### src/rtl/alu_pkg.sv
// rtl/alu_pkg.sv - shared codes, state encoding and decode helper for alu_issue
package alu_pkg;

  localparam logic [3:0] CMD_AND = 4'b0000;
  localparam logic [3:0] CMD_SUB = 4'b0010;
  localparam logic [3:0] CMD_ADD = 4'b0100;
  localparam logic [3:0] CMD_TST = 4'b1000;
  localparam logic [3:0] CMD_CMP = 4'b1010;
  localparam logic [3:0] CMD_CMN = 4'b1011;
  localparam logic [3:0] CMD_ORR = 4'b1100;
  localparam logic [3:0] CMD_MOV = 4'b1101;
  localparam logic [3:0] CMD_MVN = 4'b1111;

  localparam logic [3:0] ALU_AND = 4'b0000;
  localparam logic [3:0] ALU_SUB = 4'b0010;
  localparam logic [3:0] ALU_ADD = 4'b0100;
  localparam logic [3:0] ALU_ORR = 4'b1100;
  localparam logic [3:0] ALU_MOV = 4'b1101;
  localparam logic [3:0] ALU_MVN = 4'b1111;

  localparam logic [3:0] COND_EQ = 4'd0;
  localparam logic [3:0] COND_NE = 4'd1;
  localparam logic [3:0] COND_CS = 4'd2;
  localparam logic [3:0] COND_CC = 4'd3;
  localparam logic [3:0] COND_MI = 4'd4;
  localparam logic [3:0] COND_PL = 4'd5;
  localparam logic [3:0] COND_VS = 4'd6;
  localparam logic [3:0] COND_VC = 4'd7;
  localparam logic [3:0] COND_HI = 4'd8;
  localparam logic [3:0] COND_LS = 4'd9;
  localparam logic [3:0] COND_GE = 4'd10;
  localparam logic [3:0] COND_LT = 4'd11;
  localparam logic [3:0] COND_GT = 4'd12;
  localparam logic [3:0] COND_LE = 4'd13;
  localparam logic [3:0] COND_AL = 4'd14;

  localparam int FLAG_N = 3;
  localparam int FLAG_Z = 2;
  localparam int FLAG_C = 1;
  localparam int FLAG_V = 0;

  typedef enum logic [1:0] {
    ST_IDLE = 2'd0,
    ST_EXEC = 2'd1,
    ST_WB   = 2'd2
  } state_t;

  typedef struct packed {
    logic       legal;
    logic [3:0] ctrl;
    logic       is_cmp;
    logic       is_arith;
  } dec_t;

  // Compare/test ops reuse the ALU function of their arithmetic or logical twin.
  function automatic dec_t decode(input logic [1:0] op, input logic [3:0] cmd);
    dec_t d;
    d = '0;
    if (op == 2'b00) begin
      d.legal = 1'b1;
      case (cmd)
        CMD_AND: d.ctrl = ALU_AND;
        CMD_SUB: begin d.ctrl = ALU_SUB; d.is_arith = 1'b1; end
        CMD_ADD: begin d.ctrl = ALU_ADD; d.is_arith = 1'b1; end
        CMD_ORR: d.ctrl = ALU_ORR;
        CMD_MOV: d.ctrl = ALU_MOV;
        CMD_MVN: d.ctrl = ALU_MVN;
        CMD_TST: begin d.ctrl = ALU_AND; d.is_cmp = 1'b1; end
        CMD_CMP: begin d.ctrl = ALU_SUB; d.is_cmp = 1'b1; d.is_arith = 1'b1; end
        CMD_CMN: begin d.ctrl = ALU_ADD; d.is_cmp = 1'b1; d.is_arith = 1'b1; end
        default: d = '0;
      endcase
    end
    return d;
  endfunction

endpackage

### src/rtl/cond_check.sv
// rtl/cond_check.sv - combinational condition-field evaluation against NZCV
module cond_check
  import alu_pkg::*;
(
  input  logic [3:0] cond,
  input  logic [3:0] flags,
  output logic       pass
);

  logic n, z, c, v;

  assign n = flags[FLAG_N];
  assign z = flags[FLAG_Z];
  assign c = flags[FLAG_C];
  assign v = flags[FLAG_V];

  always_comb begin
    pass = 1'b0;
    case (cond)
      COND_EQ: pass = z;
      COND_NE: pass = !z;
      COND_CS: pass = c;
      COND_CC: pass = !c;
      COND_MI: pass = n;
      COND_PL: pass = !n;
      COND_VS: pass = v;
      COND_VC: pass = !v;
      COND_HI: pass = c && !z;
      COND_LS: pass = !c || z;
      COND_GE: pass = (n == v);
      COND_LT: pass = (n != v);
      COND_GT: pass = !z && (n == v);
      COND_LE: pass = z || (n != v);
      COND_AL: pass = 1'b1;
      default: pass = 1'b0;
    endcase
  end

endmodule

### src/rtl/alu_issue.sv
// rtl/alu_issue.sv - three-cycle issue/writeback sequencer around the datapath ALU
module alu_issue
  import alu_pkg::*;
(
  input  logic        clk,
  input  logic        reset,
  input  logic        instr_valid,
  output logic        instr_ready,
  input  logic [31:0] instr,
  input  logic [31:0] op_a,
  input  logic [31:0] op_b,
  output logic [31:0] alu_a,
  output logic [31:0] alu_b,
  output logic [3:0]  alu_control,
  input  logic [31:0] alu_result,
  input  logic [3:0]  alu_flags,
  output logic        wb_valid,
  output logic        wb_we,
  output logic [3:0]  wb_rd,
  output logic [31:0] wb_data,
  output logic        illegal,
  output logic [3:0]  flags_q
);

  state_t      state_q, state_d;
  dec_t        dec;
  logic        accept;
  logic        cond_pass;
  logic [31:0] imm_ext;
  logic [4:0]  rot;
  logic [31:0] imm_rot;
  logic [31:0] operand2;
  logic [3:0]  cond_q, rd_q;
  logic        s_q, cmp_q, arith_q;
  logic [3:0]  next_flags;
  logic [3:0]  unused_rn;

  assign unused_rn = instr[19:16];

  assign dec         = decode(instr[27:26], instr[24:21]);
  assign instr_ready = (state_q == ST_IDLE);
  assign accept      = instr_valid && instr_ready;

  // Rotate via a doubled copy so a zero rotate amount needs no special case.
  assign imm_ext  = {24'b0, instr[7:0]};
  assign rot      = {instr[11:8], 1'b0};
  assign imm_rot  = 32'({imm_ext, imm_ext} >> rot);
  assign operand2 = instr[25] ? imm_rot : op_b;

  cond_check u_cond_check (
    .cond  (cond_q),
    .flags (flags_q),
    .pass  (cond_pass)
  );

  // Logical ops only own N and Z; C and V stay architectural.
  assign next_flags = arith_q ? alu_flags
                              : {alu_flags[FLAG_N], alu_flags[FLAG_Z], flags_q[FLAG_C], flags_q[FLAG_V]};

  always_ff @(posedge clk) begin
    if (reset) state_q <= ST_IDLE;
    else       state_q <= state_d;
  end

  always_comb begin
    state_d = state_q;
    case (state_q)
      ST_IDLE: if (accept) state_d = dec.legal ? ST_EXEC : ST_WB;
      ST_EXEC: state_d = ST_WB;
      ST_WB:   state_d = ST_IDLE;
      default: state_d = ST_IDLE;
    endcase
  end

  always_ff @(posedge clk) begin
    if (reset) begin
      alu_a       <= '0;
      alu_b       <= '0;
      alu_control <= '0;
      cond_q      <= '0;
      rd_q        <= '0;
      s_q         <= 1'b0;
      cmp_q       <= 1'b0;
      arith_q     <= 1'b0;
      wb_valid    <= 1'b0;
      wb_we       <= 1'b0;
      wb_rd       <= '0;
      wb_data     <= '0;
      illegal     <= 1'b0;
      flags_q     <= '0;
    end else begin
      case (state_q)
        ST_IDLE: begin
          if (accept) begin
            alu_a  <= op_a;
            alu_b  <= operand2;
            cond_q <= instr[31:28];
            rd_q   <= instr[15:12];
            s_q    <= instr[20];
            if (dec.legal) begin
              alu_control <= dec.ctrl;
              cmp_q       <= dec.is_cmp;
              arith_q     <= dec.is_arith;
            end else begin
              wb_valid <= 1'b1;
              wb_we    <= 1'b0;
              illegal  <= 1'b1;
              wb_rd    <= instr[15:12];
            end
          end
        end
        ST_EXEC: begin
          wb_valid <= 1'b1;
          wb_rd    <= rd_q;
          wb_data  <= alu_result;
          wb_we    <= cond_pass && !cmp_q;
          if (cond_pass && (s_q || cmp_q)) flags_q <= next_flags;
        end
        ST_WB: begin
          wb_valid <= 1'b0;
          wb_we    <= 1'b0;
          illegal  <= 1'b0;
        end
        default: ;
      endcase
    end
  end

endmodule
### config.mk
export PLATFORM = sky130hd
export DESIGN_NAME = alu_issue
export DESIGN_NICKNAME = d
export VERILOG_FILES = /design/src/rtl/alu_pkg.sv /design/src/rtl/cond_check.sv /design/src/rtl/alu_issue.sv
export SDC_FILE = /design/constraint.sdc
export NUM_CORES = 1
export LEC_CHECK = 0
export ABC_AREA = 1
export BUFFER_PORTS_ARGS = -buffer_cell sky130_fd_sc_hd__buf_4
export CORE_MARGIN = 5
export CORE_UTILIZATION = 43
export DETAILED_ROUTE_END_ITERATION = 10
export PLACE_DENSITY = 0.77
export SYNTH_ARGS = -nofsm -noshare
export SYNTH_HDL_FRONTEND = slang
export SYNTH_SLANG_ARGS = --single-unit
export TNS_END_PERCENT = 30
### constraint.sdc
create_clock -name clk -period 1.35 [get_ports clk]
set_input_delay 0.0675 -clock clk [delete_from_list [all_inputs] [get_ports clk]]
set_output_delay 0.0675 -clock clk [all_outputs]
set_load 0.02 [all_outputs]
== Word level (Yosys, flattened, before mapping) ==
Index checks and enable logic that the tools add are counted.
Word-level totals
  flip-flop bits (word level): 124
  input bits: 135
  output and inout bits: 112
  word-level logic and storage cells: 97
Cells by class
  eq/ne operators: 28
  shift-type cells: 1
  mux-type cells: 20
  reductions and logical operators: 32
Operator list (number)
  $eq 4x4->1 const B: 13
  $shr 40x5->32: 1
  $mux 32: 1
  $eq 4x3->1 const B: 5
  $pmux 4 s5: 1
  $pmux 1 s15: 1
  $reduce_and 3->1: 5
  $eq 4x2->1 const B: 3
  $reduce_or 9->1: 1
  $logic_not 4->1: 2
  $mux 4: 2
  $pmux 4 s2: 1
  $mux 1: 7
  $mux 7: 1
  $pmux 1 s3: 2
  $logic_and 1x1->1: 5
  $logic_not 1->1: 5
  $eq 4x1->1 const B: 1
  $logic_not 2->1: 2
  $mux 2: 2
  $pmux 2 s2: 1
  $reduce_and 2->1: 2
  $reduce_bool 2->1: 2
  $reduce_or 2->1: 2
  other kinds (11): 13

== Logic depth before layout (Yosys ltp) ==
  word-level depth: 7
  mapped depth: 12
  mapped depth without buffers: 12

== Modules after synthesis ==
Synthesis repeated with hierarchy kept, for this count alone.
Unflattened totals
  cell total of the unflattened synthesis: 792
  area, all modules: 5509.0 sq um
By module, submodules not included
  alu_issue: times used 1, cells each 737, area an instance 5280.1 sq um, seq. area each 2482.4 sq um
  cond_check: times used 1, cells each 55, area an instance 229.0 sq um, seq. area each 0.0 sq um

== Worst setup path after synthesis ==
Ideal clock, no wire load.
  path kind: reg2reg
  from: register state_q[1]
  to: register alu_b[10]
  library setup time: 0.119 ns
  data arrival time: 1.354 ns
  data required time: 1.231 ns
  setup slack: -0.123 ns
  stages on the path, launching flop included: 10
  buffers on the path: 3
  period minus slack after synthesis: 1.473 ns
  path through: dfxtp_1 -> nor2_2 -> inv_2 -> nor2_4 -> buf_6 -> inv_6 -> buf_12 -> buf_8 -> a21oi_2 -> a21oi_1
Between the ends
  word-level cells in the longest chain between the ends: 3
Ends and longest elaborated chain
  start: declaration: RTL line alu_issue.sv:25  | state_t state_q, state_d;
  start signal: assignment: RTL line alu_issue.sv:62  | else state_q <= state_d;
  $logic_not 2->1 (*): RTL line alu_issue.sv:41  | assign instr_ready = (state_q == ST_IDLE);
  via instr_ready: RTL line alu_issue.sv:8  | output logic instr_ready,
  $logic_and 1x1->1: RTL line alu_issue.sv:42  | assign accept = instr_valid && instr_ready;
  $reduce_and 2->1 (no line) (*)
  end signal: assignment: RTL line alu_issue.sv:96  | alu_b <= operand2;
  end: declaration: RTL line alu_issue.sv:13  | output logic [31:0] alu_b,
Mark *: on every way through the listed nets, which the timed path passes. The rest lies on a longest branch.
A chain may end at the register's enable or synchronous reset.

== Worst setup path after layout ==
  from: register state_q[1]
  to: register alu_b[24]
Between the ends
  word-level cells in the longest chain between the ends: 3
Ends and longest elaborated chain (RTL line)
  $logic_not 2->1 (*): alu_issue.sv:41, alu_issue.sv:92
  $logic_and 1x1->1: alu_issue.sv:42
  $reduce_and 2->1 (no line) (*)
Mark *: on every way between the ends. The rest lies on a longest branch, timed or not.

==> metrics <==
height of the die 123 um; gr ovfl total 0; Pleak 4.44 nW; antenna-violating nets left 0; fillcell total 839; iteration-0 DRC count of the detailed router 539; sum of negative setup slack -0.953 ns; Internal Power 0.00778 W; fraction of power consumed by the clock network 0.412; number of buffers created by CTS 17; max_cap viols 0; Via density 5.21; share of total power in sequential cells 0.374; number of iterations in the first detailed-routing pass 5; maximum operating frequency 0.701 GHz; Gate Count Post-Synth 764; combinational fraction of design power 0.214; sink count of the clock tree 124; area inside the core boundary 0.0125 mm^2; setup repair after global routing missed its margin true; WHS 0.0107 ns; Cells on Worst Hold Path 3; layout cells sized above 1 0.335; initial core utilization 0.436; combined area of the multi-input logic cells 0.00265 mm^2; violations in the final reports setup timing; initial antenna violation count 2; r2r endpoint alu_b[24]; GR met2 Demand/Resource 0.481; Total Die Area 0.0150 mm^2; post-synthesis net count 899; post-layout worst setup margin -0.0771 ns; Post-DP HPWL 12800 um; mean post-synth cell area 7.15 um^2; worst r2r src state_q[1]; count of buffer and inverter cells on the critical path 3; Overall Power 0.0108 W; total number of yosys warnings 0; number of hold violations in the final report 0; Top delay family on crit path buffers and inverters; met3 track utilization from global routing 0.0931; number of enable flip-flop cells after synthesis 0; detailed-route wire length per cell 17.1 um; Die W 123 um; CTS max path bufs 2; TritonCTS clock tree built; total vias in the final route 6834; worst supply voltage drop on vdd 0.000826 V; Largest stage delay, worst path 0.36 ns; status finished with violations; global-route track usage on met1 0.305; H-tree Lvls 4; synth cell count leaders sky130_fd_sc_hd__nor2_1, sky130_fd_sc_hd__o21ai_0, sky130_fd_sc_hd__dfxtp_1, sky130_fd_sc_hd__nand2_1, sky130_fd_sc_hd__a21oi_1; summed instance area of the synthesized netlist 0.00546 mm^2; clock latency at the later pin of the worst-skew pair 0.42 ns; cell type with the largest total area after synthesis sky130_fd_sc_hd__dfxtp_1; distinct cell type count after synthesis 32; Rel. slew slack 0.642; fraction of synthesized cell area taken by the top area cell type 0.455; Port Buf Inserts 242; post-route DRC violation count 0; internal reg-to-reg setup slack -0.08 ns; ys flop type sky130_fd_sc_hd__dfxtp_1; most area-consuming cells after synthesis sky130_fd_sc_hd__dfxtp_1, sky130_fd_sc_hd__nor2_1, sky130_fd_sc_hd__o21ai_0; number of register bits inferred by synthesis 124; sequential cell area 0.00251 mm^2; busiest layer in global routing met2; largest net degree at the start of global routing 66; origin of the worst min-delay path instr[22]; via count of the first global-routing pass 6813; signed area change from the synthesized netlist to the final layout 74.3%; number of cells on the worst reg-to-reg path 7; max-slew violation count 0; Clock Root Buffer sky130_fd_sc_hd__clkbuf_16; Final Setup Violations 34; number of cell rows 41; global placer's final weighted congestion 0.886; Cell Chain, Critical Path nor2_4 -> inv_2 -> nor2_4 -> buf_6 -> buf_4 -> o21ai_1 -> a21oi_1; cell with the most instances after synthesis sky130_fd_sc_hd__nor2_1; final clock period utilization by the worst path 1.06; clock skew 0.00970 ns; Boundary Pins 247; worst hold path type input pin to flop; Clock Pin Slew Worst Setup and Hold Paths 0.06 ns; Routed Wire Length 22400 um; data arrival time of the critical path 1.75 ns; power density relative to cell area 1140 mW/mm^2; register area share after synthesis 0.455; sink of the worst hold path alu_control[1]; crit path launch type flop; kind of critical path flop to flop; number of nets in the final layout 1258; maximum fanout encountered on the critical timing path 9; power spent charging and discharging nets 0.00307 W; wire length of the first global-routing pass 33100 um; measured slew at the worst slew-check pin 0.531 ns; required time of the worst setup path 1.68 ns; highest-delay cell along the critical path sky130_fd_sc_hd__dfxtp_4; time the final worst path needs with I/O delays and setup 1.43 ns; sort of element at the end of the critical path flop; net switching share of the total power 0.283; total routing usage reported by global routing 0.281; CP dominant cell by count sky130_fd_sc_hd__nor2_4; fraction of registers with async set/reset 0
-- power by group through the flow --
stage	clock (W)	combinational [W]	sequential, W
3_3_place_gp	0	0.00188	0.00411
6_report	0.00447	0.00232	0.00406
4_1_cts	0.00450	0.00217	0.00405
2_1_floorplan	0	0.000740	0.00436
3_5_place_dp	0	0.00189	0.00412
5_1_grt	0.00467	0.00247	0.00408
-- metrics by stage --
stage / utilization / cells / worst slack, ns / instance area [um^2]
2_1_floorplan: - / 764 / -0.0383 / 5470
3_3_place_gp: 0.604 / 1159 / 0.00527 / 7560
3_5_place_dp: 0.604 / 1159 / -0.0718 / 7560
4_1_cts: 0.742 / 1302 / -0.0125 / 9280
5_1_grt: 0.760 / 1310 / -0.165 / 9510
6_report: 0.760 / 1312 / -0.0771 / 9510
-- flip-flops by register name, summed over array words and instances, names as in the netlist, 2 cells and up --
name and count:
flags_q 4, wb_data 32, state_q 2, rd_q 4, alu_b 32, alu_a 32, alu_control 4, wb_rd 4
cond_q 4
-- per-layer routing --
layer | part of all wire | wire length (um) | vias to the layer above
met3 | 0.080 | 1800 | 96
li1 | - | - | 3226
met5 | 0 | 0 | -
met2 | 0.51 | 11300 | 356
met1 | 0.36 | 8120 | 3156
met4 | 0.051 | 1140 | 0
-- worst max-delay path by stage --
stage / from / end / cells after the start
finish: state_q[1] / alu_b[24] / 7
global route: state_q[1] / cmp_q / 8
CTS: state_q[1] / alu_b[7] / 7
detailed placement: state_q[0] / flags_q[0] / 8
global placement: state_q[0] / flags_q[1] / 8
floorplan: state_q[1] / alu_b[10] / 9
-- what timing repair did --
action	CTS	global route
cloned	0	2
setup buffers	2	4
endpoints found under the setup margin	32	117
hold endpoints to repair	114	0
gates resized for setup	15	54
hold buffers	109	0
pin swaps	6	12
-- tightest hold or removal path: stages --
cell and delay [ns]:
sky130_fd_sc_hd__buf_4 0.11, sky130_fd_sc_hd__a31oi_1 0.07, sky130_fd_sc_hd__a21oi_1 0.13
-- kinds of logic after synthesis --
logic type             count (synthesis)  synth area share
and+or+nand+nor                      332             0.251
buffers and inverters                 93            0.0802
DFF                                  124             0.455
AOI/OAI and AO/OA                    215             0.215
-- cells in the final DEF, fill, tap and decap left out, types with 2 or more instances in the layout --
cell type / count
sky130_fd_sc_hd__o21ai_0: 116
sky130_fd_sc_hd__a31oi_1: 9
sky130_fd_sc_hd__dfxtp_4: 8
sky130_fd_sc_hd__clkinvlp_4: 6
sky130_fd_sc_hd__clkbuf_8: 5
sky130_fd_sc_hd__inv_1: 33
sky130_fd_sc_hd__inv_2: 7
sky130_fd_sc_hd__clkinv_2: 2
sky130_fd_sc_hd__diode_2: 4
sky130_fd_sc_hd__a21oi_1: 46
sky130_fd_sc_hd__nand2_2: 8
sky130_fd_sc_hd__clkbuf_16: 19
sky130_fd_sc_hd__nand3_2: 4
sky130_fd_sc_hd__o21ai_1: 12
sky130_fd_sc_hd__nand3_1: 26
sky130_fd_sc_hd__dfxtp_1: 116
sky130_fd_sc_hd__buf_4: 264
sky130_fd_sc_hd__a22oi_1: 5
sky130_fd_sc_hd__nor2_4: 8
sky130_fd_sc_hd__o211ai_1: 6
sky130_fd_sc_hd__nor2_1: 166
sky130_fd_sc_hd__nor3_2: 2
sky130_fd_sc_hd__nand4_1: 3
sky130_fd_sc_hd__a21oi_2: 18
sky130_fd_sc_hd__buf_6: 5
sky130_fd_sc_hd__nand2_1: 104
sky130_fd_sc_hd__nor2_2: 7
sky130_fd_sc_hd__dlygate4sd3_1: 109
sky130_fd_sc_hd__buf_12: 9
-- area by class of cell --
| type | instances | area share |
|---|---|---|
| Clock buffer | 23 | 0.0523 |
| Timing Repair Buffer | 390 | 0.355 |
| Antenna cell | 4 | 0.00105 |
| Clock inverter | 9 | 0.00907 |
| Multi-Input combinational cell | 547 | 0.278 |
| Tap cell | 172 | 0.0226 |
| Inverter | 43 | 0.0181 |
| Sequential cell | 124 | 0.264 |
No activity file was read; power rests on OpenSTA's default activity.
